[src/rtl/vregfile_port_arbiter.sv]
// Two-read / two-write round-robin arbiter in front of a single-read, single-write register file.
// It forwards same-cycle write data to a colliding read, and exposes its arbitration state on dbg_* outputs.
module vregfile_port_arbiter #(
  parameter int WIDTH       = 32,
  parameter int NUMREGS     = 16,
  parameter int LOG2NUMREGS = 4
) (
  input  logic                   clk,
  input  logic                   resetn,
  input  logic                   rd0_req,
  input  logic [LOG2NUMREGS-1:0] rd0_reg,
  output logic                   rd0_gnt,
  output logic                   rd0_valid,
  output logic [WIDTH-1:0]       rd0_data,
  input  logic                   rd1_req,
  input  logic [LOG2NUMREGS-1:0] rd1_reg,
  output logic                   rd1_gnt,
  output logic                   rd1_valid,
  output logic [WIDTH-1:0]       rd1_data,
  input  logic                   wr0_req,
  input  logic [LOG2NUMREGS-1:0] wr0_reg,
  input  logic [WIDTH-1:0]       wr0_data,
  output logic                   wr0_gnt,
  input  logic                   wr1_req,
  input  logic [LOG2NUMREGS-1:0] wr1_reg,
  input  logic [WIDTH-1:0]       wr1_data,
  output logic                   wr1_gnt,
  output logic [LOG2NUMREGS-1:0] a_reg,
  output logic                   a_en,
  input  logic [WIDTH-1:0]       a_readdataout,
  output logic [LOG2NUMREGS-1:0] c_reg,
  output logic [WIDTH-1:0]       c_writedatain,
  output logic                   c_we,
  output logic                   dbg_rd_pri,
  output logic                   dbg_wr_pri,
  output logic                   dbg_byp_sel
);

  if (NUMREGS > (1 << LOG2NUMREGS)) begin : g_param_check
    $error("LOG2NUMREGS too small for NUMREGS");
  end

  // Handshake: a requester holds req/reg/data until it sees its gnt in the same cycle;
  // rdN_valid/rdN_data answer exactly one cycle after rdN_gnt, with no back-pressure.
  logic             rd_pri_q, rd_pri_d;
  logic             wr_pri_q, wr_pri_d;
  logic             rd0_valid_q, rd0_valid_d;
  logic             rd1_valid_q, rd1_valid_d;
  logic             byp_sel_q, byp_sel_d;
  logic [WIDTH-1:0] byp_data_q, byp_data_d;
  logic             byp_hit;
  logic [WIDTH-1:0] rd_word;

  always_comb begin
    // pri = 0 favours requester 0 when both ask
    rd0_gnt = rd0_req & (~rd1_req | ~rd_pri_q);
    rd1_gnt = rd1_req & (~rd0_req |  rd_pri_q);
    wr0_gnt = wr0_req & (~wr1_req | ~wr_pri_q);
    wr1_gnt = wr1_req & (~wr0_req |  wr_pri_q);

    rd_pri_d = rd_pri_q;
    if (rd0_gnt)      rd_pri_d = 1'b1;
    else if (rd1_gnt) rd_pri_d = 1'b0;
    wr_pri_d = wr_pri_q;
    if (wr0_gnt)      wr_pri_d = 1'b1;
    else if (wr1_gnt) wr_pri_d = 1'b0;

    a_en          = rd0_gnt | rd1_gnt;
    a_reg         = rd1_gnt ? rd1_reg : rd0_reg;
    c_we          = wr0_gnt | wr1_gnt;
    c_reg         = wr1_gnt ? wr1_reg : wr0_reg;
    c_writedatain = wr1_gnt ? wr1_data : wr0_data;

    // The register file returns stale data on a same-address read/write, so forward the write.
    byp_hit    = a_en & c_we & (c_reg == a_reg);
    byp_sel_d  = byp_hit;
    byp_data_d = byp_hit ? c_writedatain : byp_data_q;

    rd0_valid_d = rd0_gnt;
    rd1_valid_d = rd1_gnt;

    rd_word  = byp_sel_q ? byp_data_q : a_readdataout;
    rd0_data = rd0_valid_q ? rd_word : '0;
    rd1_data = rd1_valid_q ? rd_word : '0;
  end

  always_ff @(posedge clk or negedge resetn) begin
    if (!resetn) begin
      rd_pri_q    <= 1'b0;
      wr_pri_q    <= 1'b0;
      rd0_valid_q <= 1'b0;
      rd1_valid_q <= 1'b0;
      byp_sel_q   <= 1'b0;
      byp_data_q  <= '0;
    end else begin
      rd_pri_q    <= rd_pri_d;
      wr_pri_q    <= wr_pri_d;
      rd0_valid_q <= rd0_valid_d;
      rd1_valid_q <= rd1_valid_d;
      byp_sel_q   <= byp_sel_d;
      byp_data_q  <= byp_data_d;
    end
  end

  assign rd0_valid   = rd0_valid_q;
  assign rd1_valid   = rd1_valid_q;
  assign dbg_rd_pri  = rd_pri_q;
  assign dbg_wr_pri  = wr_pri_q;
  assign dbg_byp_sel = byp_sel_q;

endmodule

[config.mk]
export PLATFORM = sky130hd
export DESIGN_NAME = vregfile_port_arbiter
export DESIGN_NICKNAME = d
export VERILOG_FILES = /design/src/rtl/vregfile_port_arbiter.sv
export SDC_FILE = /design/constraint.sdc
export NUM_CORES = 1
export LEC_CHECK = 0
export CORE_MARGIN = 1.5
export CORE_UTILIZATION = 36
export DETAILED_ROUTE_END_ITERATION = 6
export PLACE_DENSITY = 0.95
export SYNTH_ARGS = -nofsm -noshare
export SYNTH_HDL_FRONTEND = slang
export SYNTH_SLANG_ARGS = --single-unit
[constraint.sdc]
create_clock -name clk -period 4.9 [get_ports clk]
set_clock_uncertainty 0.15 [all_clocks]
set_input_delay 0.98 -clock clk [delete_from_list [all_inputs] [get_ports clk]]
set_output_delay 0.98 -clock clk [all_outputs]
set_load 0.1 [all_outputs]
==> flow_metrics.env, run 1 <==
export IMPL_outcome="finished, final reports clean"
export IMPL_yosysSeqAreaShare=0.3247
export IMPL_clock_path_buffers=2
export IMPL_ant_nets=0
export IMPL_synth_seq_cells=37
export IMPL_ctsHtreeMaxLevel=2
export IMPL_cap_viol_max_count=0
export IMPL_initial_utilization=0.3709
export IMPL_cts_resized=0
export IMPL_drc_errors=0
export IMPL_p_leak_nw=2.616
export IMPL_worstMarginPinSlew_ns=0.9849
export IMPL_synth_cells=318
export IMPL_muxShareOfSynthArea=0.3006
export IMPL_crit_arrival_ns=3.03
export IMPL_synth_compound_area_frac=0.02326
export IMPL_rsz0062_at_grt="no"
export IMPL_cts_reportedPaths_clkPinSlew_ns=0.07
export IMPL_antenna_found_initial=0
export IMPL_ir_drop_v=0.0001809
export IMPL_dr_pass1_iters=4
export IMPL_wl_per_cell_um=16.69
export IMPL_die_w_um=92
export IMPL_crit_path_end_kind="primary output"
export IMPL_vias_per_cell=4.848
export IMPL_synth_simple_area_share=0.2914
export IMPL_grt_max_degree=38
export IMPL_clkSinkCount=37
export IMPL_tns_ns=0
export IMPL_grt_pass1_wl_um=16730
export IMPL_cts_hold_buf=0
export IMPL_io_pins=233
export IMPL_drive_above_1_share=0.3070
export IMPL_min_period_ns=4.161
export IMPL_synth_warnings=0
export IMPL_core_region_area_mm2=0.007687
export IMPL_cp_max_fo=19
export IMPL_syn2layout_area_growth_pct=91.79
export IMPL_post_cts_buffers=0
export IMPL_relSlewSlack=0.3414
export IMPL_grt_ovfl_total=0
export IMPL_vias=3132
export IMPL_grt_pass1_vias=3346
export IMPL_hold_path_class="reg2reg"
export IMPL_fmax_mhz=240.3
export IMPL_cts_root_buffer="clkbuf_8"
export IMPL_setup_violations=0
export IMPL_fin_nets=662
export IMPL_start_kind="input port"
export IMPL_hold_violations=0
export IMPL_hpwl_um=8633
export IMPL_cts_buffers=5
export IMPL_drv_slew=0
export IMPL_insertion_delay_ns=0.28
export IMPL_io_buffer_count=232
export IMPL_worstSetupPathType="in2out"
export IMPL_track_usage=0.2530
export IMPL_power_w=0.002096
export IMPL_final_seq_area_um2=927.1
export IMPL_std_cell_rows=32
export IMPL_synth_top_family_by_area="multiplexers"
export IMPL_diodes=0
export IMPL_dieArea_mm2=0.008464
export IMPL_place_gp_congestion=0.8585
export IMPL_drt_wl_total_um=10780
export IMPL_cts_tree="yes"
export IMPL_syn_num_nets=436
export IMPL_syn_area_mm2=0.002851
export IMPL_drt_iter0_drc=70
export IMPL_fill_cells=576
export IMPL_multiInputGateArea_mm2=0.001789
export IMPL_synthAdderAreaFrac=0
export IMPL_period_share=0.8493
export IMPL_syn_area_per_cell_um2=8.967
export IMPL_synth_xor_area_share=0.009215
export IMPL_die_h_um=92
export IMPL_power_density_mw_per_mm2=383.3
export IMPL_worst_ep_required_time_ns=3.77
export IMPL_ys_types=25
[flip-flops by register name, indices dropped and copies added (netlist names)]
signal	count
rd0_valid	1
dbg_wr_pri	1
byp_data_q	32
rd1_valid	1
dbg_byp_sel	1
dbg_rd_pri	1
[metal layers]
metal,share of wire,global-route usage,up-vias
met1,0.37,0.2617,1466
met3,0.076,0.06716,22
met5,0,0,-
li1,-,-,1476
met4,0.026,0.08974,0
met2,0.53,0.4840,168
[worst paths after layout]
kind | start | to | slack [ns] | cells past startpoint
min in group asynchronous | resetn | byp_data_q[20] | 0.65 | 1
setup reg to reg | dbg_rd_pri | byp_data_q[20] | 1.73 | 7
setup / recovery | wr1_req | c_writedatain[4] | 0.74 | 7
hold reg to reg | byp_data_q[21] | byp_data_q[21] | 0.36 | 1
max in group asynchronous | resetn | dbg_byp_sel | 3.38 | 1
hold / removal | byp_data_q[21] | byp_data_q[21] | 0.36 | 1
[worst max-delay path, stage by stage]
cell and delay, ns:
clkdlybuf4s50_1 0.61, o21ai_4 0.13, inv_1 0.46, buf_4 0.38, nand2_1 0.11, nand2_1 0.15
buf_12 0.19
[synthesized netlist by cell type]
cell type	number	area, µm²
a211oi_1	1	7.510
a21boi_0	2	15.01
a21oi_1	3	15.01
and3_1	1	6.260
buf_1	3	11.26
buf_12	2	40.04
buf_6	1	11.26
buf_8	1	15.01
clkbuf_1	13	48.80
dfrtp_1	37	925.9
inv_1	5	18.77
mux2_2	9	101.4
mux2_4	29	435.4
mux2i_1	32	320.3
nand2_1	100	375.4
nand2b_1	1	6.260
nor2_1	2	7.510
nor2b_1	65	406.6
o211ai_1	2	15.01
o21ai_1	1	5.000
o21ai_2	1	8.760
or2_2	2	12.51
or3b_1	1	8.760
or4_1	1	7.510
xor2_1	3	26.28
[through the flow]
stage	util	setup slack, ns	hold WS, ns	std cells	instance area [µm²]
3_5_place_dp	0.7002	0.6702	0.3461	639	5383
5_1_grt	0.7114	0.5830	0.3821	646	5469
2_1_floorplan	-	0.5119	0.3291	318	2851
4_1_cts	0.7114	0.7854	0.3657	646	5469
3_3_place_gp	0.7002	0.7533	0.3471	639	5383
6_report	0.7114	0.7385	0.3648	646	5469
[logic make-up (layout without fill, tap and decap cells)]
logic type	Yosys count	in the layout
xor gates and xnor gates	3	3
DFF	37	37
AOI/OAI and AO/OA	10	10
and+or+nand+nor	173	173
buffers and inverters	25	251
muxes	70	70
[placed cells by master (no fill, tap or decap)]
cell type | Yosys | routed
mux2i_1 | 32 | 32
o211ai_1 | 2 | 2
buf_12 | 2 | 34
or3b_1 | 1 | 1
or2_2 | 2 | 2
clkbuf_1 | 13 | 1
o21ai_4 | 0 | 1
a21oi_1 | 3 | 3
inv_1 | 5 | 5
a211oi_1 | 1 | 1
o21ai_1 | 1 | 1
nand2_1 | 100 | 100
buf_2 | 0 | 1
xor2_1 | 3 | 3
and3_1 | 1 | 1
nand2b_1 | 1 | 1
clkdlybuf4s50_1 | 0 | 121
nor2_1 | 2 | 2
mux2_4 | 29 | 29
dfrtp_1 | 37 | 36
or4_2 | 0 | 1
clkbuf_8 | 0 | 6
dfrtp_2 | 0 | 1
nor2b_1 | 65 | 65
a21boi_0 | 2 | 2
mux2_2 | 9 | 9
buf_4 | 0 | 83
[area by class of cell]
class	count	share of cell area
timing repair buffer	239	0.4608
multi-input combinational	256	0.3272
sequential	37	0.1695
tap	102	0.02334
clock buffer	7	0.01579
inverter	5	0.003432
[power by group]
part	internal, W	switching, W	leakage, nW
clock network	0.000112	0.000102	0.0443
registers	0.000445	0.0000915	0.451
logic	0.000501	0.000845	2.12
Note: power is estimated with default switching activity, not from simulation.
==> inputs of run 2 (changes only) <==
--- a/config.mk
+++ b/config.mk
@@ -6,9 +6,9 @@
 export NUM_CORES = 1
 export LEC_CHECK = 0
 export CORE_MARGIN = 1.5
-export CORE_UTILIZATION = 36
+export CORE_UTILIZATION = 33
 export DETAILED_ROUTE_END_ITERATION = 6
-export PLACE_DENSITY = 0.95
+export PLACE_DENSITY = 0.92
 export SYNTH_ARGS = -nofsm -noshare
 export SYNTH_HDL_FRONTEND = slang
 export SYNTH_SLANG_ARGS = --single-unit
==> constraint.sdc (replaced) <==
create_clock -name clk -period 4.27 [get_ports clk]
set_clock_uncertainty 0.15 [all_clocks]
set_input_delay 0.854 -clock clk [delete_from_list [all_inputs] [get_ports clk]]
set_output_delay 0.854 -clock clk [all_outputs]
set_load 0.1 [all_outputs]
==> flow_metrics.env, run 2 (synthesized netlist as in run 1, its figures left out) <==
export IMPL_outcome="finished, final reports clean"
export IMPL_hold_violations=0
export IMPL_grt_pass1_vias=3066
export IMPL_layout_common_cells="clkdlybuf4s50_1, nand2_1, buf_4, nor2b_1"
export IMPL_final_common_cell="clkdlybuf4s50_1"
export IMPL_relSlewSlack=0.3174
export IMPL_clock_path_buffers=2
export IMPL_fin_nets=661
export IMPL_initial_utilization=0.3436
export IMPL_rrSetupSlack_ns=1.43
export IMPL_cts_hold_buf=0
export IMPL_setup_ws_ns=0.4742
export IMPL_core_region_area_mm2=0.008299
export IMPL_rsz0062_at_grt="no"
export IMPL_drive_above_1_share=0.3094
export IMPL_worstMarginPinSlew_ns=1.024
export IMPL_largest_register="byp_data_q"
export IMPL_setup_violations=0
export IMPL_wl_per_cell_um=16.17
export IMPL_tns_ns=0
export IMPL_std_cell_rows=33
export IMPL_syn2layout_area_growth_pct=92.37
export IMPL_worst_ep_required_time_ns=3.27
export IMPL_die_h_um=95.96
export IMPL_hpwl_um=8354
export IMPL_busiest_layer="met2"
export IMPL_cap_viol_max_count=0
export IMPL_placedCellCount=641
export IMPL_drt_iter0_drc=60
export IMPL_io_buffer_count=232
export IMPL_dieArea_mm2=0.009207
export IMPL_vias=3107
export IMPL_final_util=0.6609
export IMPL_largest_reg_flops=32
export IMPL_cts_buffers=5
export IMPL_period_share=0.8889
export IMPL_hold_path_class="reg2reg"
export IMPL_grt_pass1_wl_um=15390
export IMPL_track_usage=0.2193
export IMPL_worstSetupPathType="in2out"
export IMPL_grt_use_met3=0.06556
export IMPL_place_gp_congestion=0.8550
export IMPL_crit_arrival_ns=2.79
export IMPL_fill_cells=614
export IMPL_grtUsageMet2=0.4266
export IMPL_cts_root_buffer="clkbuf_8"
export IMPL_die_w_um=95.96
export IMPL_crit_path_end_kind="primary output"
export IMPL_grt_use_met1=0.2236
export IMPL_drv_slew=0
export IMPL_drc_errors=0
export IMPL_final_seq_area_um2=927.1
export IMPL_io_pins=233
export IMPL_start_kind="input port"
export IMPL_clkSinkCount=37
export IMPL_cts_reportedPaths_clkPinSlew_ns=0.07
export IMPL_fmax_mhz=263.5
export IMPL_place_ws_ns=0.4512
export IMPL_p_leak_nw=2.620
export IMPL_cts_resized=0
export IMPL_ir_drop_v=0.0002646
export IMPL_insertion_delay_ns=0.27
export IMPL_multiInputGateArea_mm2=0.001789
export IMPL_dr_pass1_iters=4
export IMPL_post_cts_buffers=0
export IMPL_diodes=0
export IMPL_min_period_ns=3.796
export IMPL_power_density_mw_per_mm2=438.7
export IMPL_ctsHtreeMaxLevel=2
export IMPL_grt_ovfl_total=0
export IMPL_vias_per_cell=4.795
export IMPL_ant_nets=0
export IMPL_drt_wl_total_um=10480
export IMPL_cp_max_fo=18
export IMPL_stdcell_count=648
export IMPL_cts_tree="yes"
export IMPL_antenna_found_initial=0
export IMPL_grt_max_degree=38
## run 2: cell types whose count changed in the layout (fill, tap and decap cells not counted), sizes merged
| cell | delta |
|---|---|
| clkdlybuf4s50 | -2 |
| buf | +1 |
## run 2: final timing paths
| kind | depth (start not counted) | end | from |
|---|---|---|---|
| setup / recovery | 7 | c_writedatain[23] | wr1_req |
| hold / removal | 1 | byp_data_q[24] | byp_data_q[24] |
| setup reg to reg | 7 | byp_data_q[23] | dbg_rd_pri |
| hold reg to reg | 1 | byp_data_q[24] | byp_data_q[24] |
| max in group asynchronous | 1 | dbg_byp_sel | resetn |
| min in group asynchronous | 1 | byp_data_q[21] | resetn |
## run 2: worst max-delay path, stage by stage
cell,delay (ns)
clkdlybuf4s50_1,0.59
o21ai_4,0.13
inv_1,0.40
buf_4,0.36
nand2_1,0.10
nand2_1,0.14
buf_12,0.19
## run 2: metal layers
metal,part of all wire,vias to the layer above
li1,-,1479
met1,0.36,1470
met2,0.54,148
met3,0.085,10
met4,0.014,0
met5,0,-
## run 2: cell type report
class	count	area share
clock buffer	7	0.01574
tap	105	0.02395
timing repair buffer	238	0.4617
sequential	37	0.1690
multi-input combinational	256	0.3262
inverter	5	0.003422
## run 2: stage by stage
stage | hold WS [ns] | total power (W) | instance area, µm²
after global placement | 0.3414 | 0.002143 | 5399
after global routing | 0.3803 | 0.002513 | 5485
after detailed placement | 0.3475 | 0.002176 | 5399
after CTS | 0.3637 | 0.002427 | 5485
after floorplan | 0.3291 | 0.001702 | 2851
final | 0.3618 | 0.002407 | 5485
## run 2: report_power, final
group          switching, W  total [W]  internal (W)
sequential         0.000120   0.000631      0.000510
combinational      0.000955    0.00153      0.000579
clock              0.000114   0.000242      0.000128
==> patch 1, RTL diff (flow settings as in run 2) <==
Change the parameter `LOG2NUMREGS` from 4 to 5.
--- a/src/rtl/vregfile_port_arbiter.sv
+++ b/src/rtl/vregfile_port_arbiter.sv
@@ -3,7 +3,7 @@
 module vregfile_port_arbiter #(
   parameter int WIDTH       = 32,
   parameter int NUMREGS     = 16,
-  parameter int LOG2NUMREGS = 4
+  parameter int LOG2NUMREGS = 5
 ) (
   input  logic                   clk,
   input  logic                   resetn,
Ports: changed (6 resized); port bits go from 233 to 239. No check against the original RTL was run, so the function may have changed too.
==> patch 1 against run 2 <==
- clock power is 9.9% higher
- final area increased by 2.7%
- critical path depth decreased by 1
- total power decreased by 1.4%
- sequential cell count did not move
- synthesized area rose by 2.5%
- worst setup slack improved by 0.21 ns
- wire length grew 0.45%
- maximum frequency grew 5.9%
- largest power group unchanged
==> patch 1: results (changes against run 2) <==
- The internal power summed over all cells was 0.00124 W (+1.6%).
- The synthesized area is 0.00292 mm^2 (+2.5%).
- The overall via count from detail_route is 2960 (-4.7%).
- The fill cell instance count of the final layout is 633 (+3.1%).
- The leakage power was 2.54 nW (-3.1%).
- The slew at the pin closest to its max-slew limit is 1.01 ns (-0.0112 ns).
- The flow ran to the end, and the final reports show no timing, DRC or antenna violations.
- The power of the clock network is 0.000266 W (+9.9%).
- The mux share of post-synthesis cell area is 41.7% (+12 points).
- The detailed-placement wirelength estimate was 8560 um (+2.4%).
- In the synthesized netlist, the cells that appear most often are 65 x sky130_fd_sc_hd__nor2b_1, 39 x sky130_fd_sc_hd__mux2_2, 37 x sky130_fd_sc_hd__dfrtp_1.
- The compound-gate portion of the synthesized area was 3.34% (+1.0 points).
- The post-synthesis net count is 381 (-13%).
- The placed cell area was 0.00553 mm^2 (+2.5%).
- The post-place setup slack is 0.459 ns (+0.00792 ns).
- The total global routing track utilization is 22.1% (+0.15 points).
- The total number of nets in the final design came to 612 (-7.4%).
- The portion of the layout cell area used by clock cells is 1.80% (+0.22 points).
- After synthesis, the cell types taking the most area are sky130_fd_sc_hd__dfrtp_1 32%, sky130_fd_sc_hd__mux2_4 15%, sky130_fd_sc_hd__mux2_2 15%, sky130_fd_sc_hd__nor2b_1 14%, sky130_fd_sc_hd__mux2i_1 11%.
- The fraction of the yosys area taken by sequential cells is 31.7% (-0.81 points).
- The footprint of the multi-input gates is 0.00186 mm^2 (+4.1%).
- The post-synthesis to final-layout area growth is 92.7%.
- The mean post-synth cell area is 11.3 um^2 (+26%).
- The count of unique library cells instantiated by Yosys is 27 (+8.0%).
- The number of DRC markers after the initial detailed-route iteration is 72 (+20%).
- The detailed-route wire length is 10500 um (+0.45%).
- The non-clock buffer share of cell area is 45.9% (-0.29 points).
- The number of buffers inserted by port buffering is 238 (+2.6%).
- The fraction of layout cells with a size suffix above 1 was 42.0% (+11 points).
- The total instance count after detailed placement was 591 (-7.8%).
- The ratio of total power to cell area is 421 mW/mm^2 (-4.0%).
- The number of non-clock buffers came to 242 (+1.7%).
- The largest voltage drop on the vdd net is 0.185 mV (-30%).
- The power attributed to combinational cells is 0.00149 W (-3%).
- The global routing met1 resource utilization came to 22.1% (-0.30 points).
[patch 1: changes by cell type after synthesis, moves of 2 or more]
cell | before | now
sky130_fd_sc_hd__clkbuf_1 | 13 | 10
sky130_fd_sc_hd__nand2_1 | 100 | 4
sky130_fd_sc_hd__nand3b_1 | 0 | 2
sky130_fd_sc_hd__mux2_2 | 9 | 39
sky130_fd_sc_hd__o21ai_0 | 0 | 2
[patch 1: worst paths after layout]
check / startpoint / to / slack [ns]
min in group asynchronous: resetn / byp_data_q[29] / 0.52
max in group asynchronous: resetn / dbg_byp_sel / 2.89
worst min-delay path: byp_data_q[26] / byp_data_q[26] / 0.36
worst max-delay path: wr0_req / c_writedatain[21] / 0.69
worst min register to register: byp_data_q[26] / byp_data_q[26] / 0.36
worst max register to register: dbg_rd_pri / byp_data_q[3] / 1.43
[patch 1: metal layers]
layer,share of wire (%),vias up
met5,0,-
met4,2.5,0
met3,6.7,21
met2,55,161
met1,35,1424
li1,-,1354
==> patch 2, RTL diff (settings of run 2) <==
Made on the original files. Take the reset off `byp_data_q` and load it in a clocked block of its own.
--- a/src/rtl/vregfile_port_arbiter.sv
+++ b/src/rtl/vregfile_port_arbiter.sv
@@ -91,15 +91,17 @@
       rd0_valid_q <= 1'b0;
       rd1_valid_q <= 1'b0;
       byp_sel_q   <= 1'b0;
-      byp_data_q  <= '0;
     end else begin
       rd_pri_q    <= rd_pri_d;
       wr_pri_q    <= wr_pri_d;
       rd0_valid_q <= rd0_valid_d;
       rd1_valid_q <= rd1_valid_d;
       byp_sel_q   <= byp_sel_d;
-      byp_data_q  <= byp_data_d;
     end
+  end
+
+  always_ff @(posedge clk) begin
+    byp_data_q <= byp_data_d;
   end
 
   assign rd0_valid   = rd0_valid_q;
Check against the original RTL: no difference found for any inputs over 10 cycles, from zero or initial values and one cycle with resetn low; that may be too few to reach the edited logic, so the function may still have changed.
==> patch 2 against run 2 <==
- synthesized area is 11% lower
- count of clock-buffer cells in the layout rose by 1
- final area is 5.8% lower
- via count is 16% lower
- total power shrank 21%
- sequential cell count unchanged
- wire length fell by 6.6%
- worst setup slack better by 0.23 ns
- critical path type unchanged
- highest routed layer unchanged
==> patch 2: results (changes against run 2) <==
- The worst-case hold slack came to 0.385 ns (+0.0227 ns).
- The post-route total power came to 0.00190 W (-21%).
- The largest voltage drop on the vdd net is 0.230 mV (-13%).
- The leakage power is 2.08 nW (-21%).
- The number of synthesized flops with an enable pin is 32 (+32).
- The post-place setup slack came to 0.643 ns (+0.192 ns).
- The count of unique library cells instantiated by Yosys was 26 (+4.0%).
- The worst hold endpoint is dbg_rd_pri.
- The fraction of layout cells with a size suffix above 1 is 37.7% (+6.7 points).
- The clock network power share is 12.6% (+2.5 points).
- The total global routing track utilization was 23.2% (+1.3 points).
- The internal power summed over all cells is 0.000911 W (-25%).
- The slew at the pin closest to its max-slew limit is 0.994 ns (-0.0302 ns).
- The compound-gate portion of the synthesized area is 3.60% (+1.3 points).
- The detailed-placement wirelength estimate came to 7740 um (-7.3%).
- The leading register cell type out of synthesis is sky130_fd_sc_hd__edfxtp_1.
- The detailed-route wire length is 9790 um (-6.6%).
- The overall via count from detail_route was 2614 (-16%).
- The global placement routability congestion is 0.814 (-4.8%).
- The flow ran to the end, and the final reports show no timing, DRC or antenna violations.
- The fill cell instance count of the final layout is 533 (-13%).
- The wire length of the first global-routing pass is 14800 um (-3.9%).
- The maximum number of pins on one net before global-route repair is 36 (-5.3%).
- The number of iterations in the first detailed-routing pass is 5 (+1).
- The stage delay of the slowest cell on the critical path is 0.56 ns (-0.03 ns).
- The post-synthesis net count is 336 (-23%).
- The register-to-register setup slack is 1.59 ns (+0.16 ns).
- By count the netlist is led by 64 x sky130_fd_sc_hd__nor2b_1, 33 x sky130_fd_sc_hd__mux2_2, 32 x sky130_fd_sc_hd__edfxtp_1, 32 x sky130_fd_sc_hd__mux2i_1.
- The synthesized instance count came to 218 (-31%).
- The number of DRC markers after the initial detailed-route iteration is 55 (-8.3%).
- Yosys attributes the largest share of cell area to sky130_fd_sc_hd__edfxtp_1 38%, sky130_fd_sc_hd__nor2b_1 16%, sky130_fd_sc_hd__mux2_2 15%, sky130_fd_sc_hd__mux2i_1 13%, sky130_fd_sc_hd__dfrtp_1 4.9%.
- The maximum fanout along the worst path came to 35 (+17).
- The origin of the critical flop-to-flop path is dbg_wr_pri.
- The power in sequential cells is 0.000450 W (-29%).
- The total number of nets in the final design was 563 (-15%).
- The XOR/XNOR share of the synthesized area was 0.691% (-0.23 points).
- The placed cell area is 0.00509 mm^2 (-5.8%).
patch 2: cell count changes in the layout (fill, tap and decap cells not counted), sizes merged, moves of 3 or more:
cell	before	now
nand2	100	5
dfrtp	37	5
edfxtp	0	32
buf	119	115
inv	5	2
patch 2: worst reg2reg max path, cell delays in order, from the launching register on:
cell                       delay, ns
sky130_fd_sc_hd__dfrtp_1        0.43
sky130_fd_sc_hd__nand2b_4       0.19
sky130_fd_sc_hd__nand2_4        0.40
sky130_fd_sc_hd__mux2_4         0.39
sky130_fd_sc_hd__xor2_1         0.21
sky130_fd_sc_hd__nor4_4         0.28
sky130_fd_sc_hd__buf_4          0.32
patch 2: layer usage:
| layer | routed length, um | GRT usage, % |
|---|---|---|
| met5 | 0 | 0 |
| met2 | 5430 | 45.5 |
| met4 | 282 | 9.52 |
| met1 | 3270 | 21.8 |
| met3 | 801 | 7.32 |
patch 2: how the worst max path moves through the flow:
stage | depth (start not counted) | start | endpoint | slack, ns
CTS | 5 | wr0_req | c_writedatain[31] | 0.70
finish | 5 | wr0_req | c_writedatain[31] | 0.70
global placement | 7 | wr0_req | byp_data_q[29] | 0.71
floorplan | 2 | wr1_req | wr0_gnt | 0.06
detailed placement | 7 | wr0_req | byp_data_q[24] | 0.64
global route | 5 | wr0_req | c_writedatain[21] | 0.64
patch 2: cell type report:
class                   count  area, um^2  area share (%)
flip-flops and latches     37        1090            21.0
multi-input cells         165        1390            26.9
clock buffers               8        80.1            1.55
inverters                   2        7.51           0.145
well taps                  99         124            2.40
repair buffers            234        2480            48.0
patch 2: kinds of logic (layout without fill, tap and decap cells):
group	count (synthesis)	in the layout
and+or+nand+nor	83	83
muxes	68	68
DFF	37	37
buffers and inverters	16	244
AOI/OAI and AO/OA	12	12
xor gates and xnor gates	2	2
